<file path="config.mk">
export PLATFORM = sky130hd
export DESIGN_NAME = bmult_prod_accum
export DESIGN_NICKNAME = d
export VERILOG_FILES = /design/src/rtl/bmult_prod_accum.sv
export SDC_FILE = /design/constraint.sdc
export NUM_CORES = 1
export LEC_CHECK = 0
export ABC_AREA = 1
export CAP_MARGIN = 20
export CORE_MARGIN = 2
export CORE_UTILIZATION = 54
export DETAILED_ROUTE_END_ITERATION = 10
export HOLD_SLACK_MARGIN = 0.08
export PLACE_DENSITY = 0.87
export SLEW_MARGIN = 30
export SYNTH_ARGS = -nofsm -noshare
export SYNTH_HDL_FRONTEND = slang
export SYNTH_SLANG_ARGS = --single-unit
</file>
<file path="constraint.sdc">
create_clock -name clk -period 2.15 [get_ports clk]
set_input_delay 0.5375 -clock clk [delete_from_list [all_inputs] [get_ports clk]]
set_output_delay 0.5375 -clock clk [all_outputs]
set_load 0.01 [all_outputs]
</file>
<file path="src/rtl/bmult_prod_accum.sv">
`default_nettype none
// ============================================================================
// Module   : bmult_prod_accum
// Purpose  : Group accumulator for the 6x6 multiplier's product stream.
//            It produces one registered sum, count and overflow result per group.
// Revision : 1.0
// ============================================================================
module bmult_prod_accum #(
  parameter int P_WIDTH   = 12,
  parameter int ACC_WIDTH = 20,
  parameter int CNT_WIDTH = 10
) (
  input  logic                 clk,
  input  logic                 rst,
  input  logic                 in_valid,
  output logic                 in_ready,
  input  logic [P_WIDTH-1:0]   in_p,
  input  logic                 in_last,
  output logic                 out_valid,
  input  logic                 out_ready,
  output logic [ACC_WIDTH-1:0] out_sum,
  output logic [CNT_WIDTH-1:0] out_count,
  output logic                 out_ovf
);

  localparam int C_SUM_W = ACC_WIDTH + 1;

  typedef enum logic [0:0] {
    ACCUM = 1'b0,
    HOLD  = 1'b1
  } state_t;

  state_t r_state;
  state_t w_state_nxt;

  logic [ACC_WIDTH-1:0] r_acc;
  logic [CNT_WIDTH-1:0] r_cnt;
  logic                 r_ovf;
  logic [ACC_WIDTH-1:0] r_out_sum;
  logic [CNT_WIDTH-1:0] r_out_count;
  logic                 r_out_ovf;

  logic                 w_accept;
  logic [C_SUM_W-1:0]   w_sum;
  logic [CNT_WIDTH-1:0] w_cnt_nxt;
  logic                 w_ovf_nxt;

  // Handshake flags depend on the state only, so out_ready cannot reach in_ready.
  assign in_ready  = (r_state == ACCUM);
  assign out_valid = (r_state == HOLD);
  assign w_accept  = in_valid && in_ready;

  // The extra top bit of w_sum holds the carry out of the accumulator.
  assign w_sum     = {1'b0, r_acc} + C_SUM_W'(in_p);
  assign w_ovf_nxt = r_ovf | w_sum[ACC_WIDTH];
  assign w_cnt_nxt = (r_cnt == {CNT_WIDTH{1'b1}}) ? r_cnt : r_cnt + CNT_WIDTH'(1);

  always_comb begin
    w_state_nxt = r_state;
    case (r_state)
      ACCUM:   if (w_accept && in_last) w_state_nxt = HOLD;
      HOLD:    if (out_ready)           w_state_nxt = ACCUM;
      default: w_state_nxt = ACCUM;
    endcase
  end

  always_ff @(posedge clk) begin
    if (rst) begin
      r_state     <= ACCUM;
      r_acc       <= '0;
      r_cnt       <= '0;
      r_ovf       <= 1'b0;
      r_out_sum   <= '0;
      r_out_count <= '0;
      r_out_ovf   <= 1'b0;
    end else begin
      r_state <= w_state_nxt;
      if (w_accept) begin
        if (in_last) begin
          r_out_sum   <= w_sum[ACC_WIDTH-1:0];
          r_out_count <= w_cnt_nxt;
          r_out_ovf   <= w_ovf_nxt;
          r_acc       <= '0;
          r_cnt       <= '0;
          r_ovf       <= 1'b0;
        end else begin
          r_acc <= w_sum[ACC_WIDTH-1:0];
          r_cnt <= w_cnt_nxt;
          r_ovf <= w_ovf_nxt;
        end
      end
    end
  end

  assign out_sum   = r_out_sum;
  assign out_count = r_out_count;
  assign out_ovf   = r_out_ovf;

endmodule
`default_nettype wire
</file>
==> results.json <==
{
  "cp.required_ps": 2430,
  "antenna_found_initial": 0,
  "maxCapViolCount": 0,
  "cts_buffer_depth": 2,
  "synth_warnings": 0,
  "worst_r2r_startpoint": "r_acc[0]",
  "leakagePower_nw": 2.021,
  "globalRouteTotalUtil": 0.2689,
  "end_kind": "flop",
  "async_reset_ff_frac": 0,
  "ctsHoldBuffers": 0,
  "grt_overflow": 0,
  "htreeDepth": 3,
  "slew-limit-headroom": 0.7360,
  "wl_um": 9110,
  "most-common-layout-cells": "175 x nand2_1, 63 x dfxtp_1, 48 x inv_1",
  "worst_hold_path.endpoint": "out_sum[14]",
  "drive_gt1_frac": 0.1547,
  "clkLatencyLatePin_ps": 350,
  "synthCells": 490,
  "ys_seq_area_frac": 0.3718,
  "rr_endpoint": "r_acc[16]",
  "wire_per_inst_um": 14.15,
  "vias_per_cell": 5.399,
  "die_x_um": 83.26,
  "post-route-min-period_ps": 2095,
  "fmax_ghz": 0.4774,
  "syn_avg_cell_area_um2": 6.922,
  "drc": 0,
  "start_kind": "primary input",
  "first_pass_iters": 4,
  "n_antenna_cell": 0,
  "port_buffers": 49,
  "status": "completed",
  "post-dp-hpwl_um": 6126,
  "worstMarginPinSlew_ps": 396.0,
  "vdd.ir_drop.worst_uv": 477.9,
  "finalHoldViolations": 0,
  "crit_fanout": 5,
  "place_congestion": 0.9529,
  "setup_tns_ps": 0,
  "synth_top_family_by_area": "simple AND/OR/NAND/NOR gates",
  "post-route-period-util": 0.9742,
  "synth_compound_area_frac": 0.1121,
  "nets": 595,
  "area_growth_pct": 30.03,
  "cts_tree": "built",
  "maxSlewViolCount": 0,
  "r2r_slack_ps": 250,
  "setup_viol": 0,
  "netlist_area_um2": 3392,
  "synth_nets": 521,
  "start_util": 0.5662,
  "clockRootBuffer": "clkbuf_8",
  "grt_pass1_wl_um": 15150,
  "dieHeight_um": 83.26,
  "pin_count": 50,
  "fin_worst_skew_ps": 8.942,
  "cts.clk_slew.worst_paths_ps": 70,
  "vias": 3477,
  "ant_nets": 0,
  "synth-xor-area-share": 0.03098,
  "synth-edff-count": 0,
  "hold_path_depth": 2,
  "grt_start_max_net_pins": 32,
  "clock-sinks": 63,
  "fp-row-count": 28,
  "numCtsBuffers": 9,
  "ys_ff_latch": 63,
  "synthMuxAreaShare": 0,
  "dieArea_um2": 6931,
  "initialDrtViolationCount": 199,
  "rsz0062_at_grt": "no",
  "r2r_cells": 12,
  "ys.flop_type": "dfxtp_1",
  "worstPathArrival_ps": 2370,
  "core_region_area_um2": 5991,
  "yosys.area_share.adder": 0.05385,
  "synth_cell_types": 32,
  "worst_hold_path_type": "flop to flop",
  "final_area_um2": 4410,
  "mostFrequentLayoutCell": "nand2_1",
  "yosys.area_share.simple": 0.3442,
  "dpl-instance-area_um2": 4148,
  "p_per_area_nw_per_um2": 620.9,
  "first_global_vias": 3474,
  "critical_path_class": "primary input to flop",
  "hp-start": "out_sum[14]",
  "n_fill_cell": 453
}
==> Yosys cell counts (3+ instances only) <==
master,n,share of area
a21oi_1,33,0.049
inv_1,50,0.055
clkbuf_1,7,0.0077
nor3_1,3,0.0044
a21oi_2,4,0.010
inv_2,8,0.0089
xor2_1,10,0.026
nor2_1,19,0.021
nand2_1,179,0.20
nand3_1,42,0.062
nand3b_1,5,0.011
a22o_1,15,0.039
buf_2,8,0.012
ha_1,13,0.048
nand2_2,7,0.013
dfxtp_1,63,0.37
nor2_2,4,0.0074
==> per-stage QoR <==
| stage | utilization | hold slack [ps] | power, mW | instances | setup slack [ps] |
|---|---|---|---|---|---|
| after CTS | 0.7320 | 453.2 | 2.738 | 644 | 42.64 |
| after global placement | 0.6924 | 436.9 | 1.644 | 627 | -412.6 |
| after detailed placement | 0.6924 | 439.4 | 1.658 | 627 | -464.1 |
| final | 0.7362 | 450.8 | 2.738 | 644 | 55.40 |
| after global routing | 0.7362 | 468.6 | 2.842 | 644 | 7.168 |
| after floorplan | - | 449.1 | 1.473 | 490 | 152.3 |
==> report_power, final <==
part           internal [mW]  total [mW]  switching, mW
combinational          0.194       0.434          0.240
sequential              1.20        1.22         0.0220
clock                  0.601        1.08          0.481
==> kinds of logic after synthesis <==
family	count (synthesis)
flip-flops	63
AND/OR/NAND/NOR	267
AO/OA/AOI/OAI	59
XOR/XNOR	12
adder cells (fa/ha/maj)	14
buffers and inverters	75
==> layout make-up <==
class	instances	area [µm²]	area share
clock inverter	4	53.80	0.01220
multi-input combinational	352	1883	0.4270
inverter	59	221.5	0.05021
clock buffer	12	155.1	0.03518
sequential	63	1261	0.2860
timing repair buffer	79	742.0	0.1682
tap	75	93.84	0.02128
==> critical path, stage by stage <==
cell	delay, ps
clkdlybuf4s50_1	420
ha_1	370
nand3_1	140
clkinv_1	70
nand2_1	160
nand3_2	140
nand2_1	140
nand2_2	70
nand2_1	100
nand3_1	100
a21oi_1	130
==> state kept, by name, summed over array words and instances (netlist names) <==
register and flops:
out_count 10, out_valid 1, out_ovf 1, r_cnt 10
r_ovf 1, out_sum 20, r_acc 20
==> worst max-delay path by stage <==
stage / start / to / slack [ps] / cells past startpoint
after CTS: in_p[1] / r_acc[13] / 40 / 12
final: in_p[2] / r_acc[13] / 60 / 11
after floorplan: in_p[0] / r_acc[16] / 150 / 12
after global placement: in_p[0] / out_ovf / -410 / 14
after global routing: in_p[11] / r_acc[13] / 7 / 11
after detailed placement: in_p[0] / r_acc[16] / -460 / 13
==> timing repair <==
item | CTS | global route
endpoints found under the setup margin | 12 | 7
gates resized for setup | 9 | 6
endpoints found under the hold margin | 0 | 0
buffers inserted | 1 | 0
pin swaps | 5 | 5
==> metal layers <==
metal	track usage	wire length [µm]	part of all wire
met5	0	0	0
met4	0.1207	285	0.031
met3	0.07654	508	0.056
met2	0.4809	4603	0.51
met1	0.2930	3712	0.41
Power figures use the tool's default switching activity.
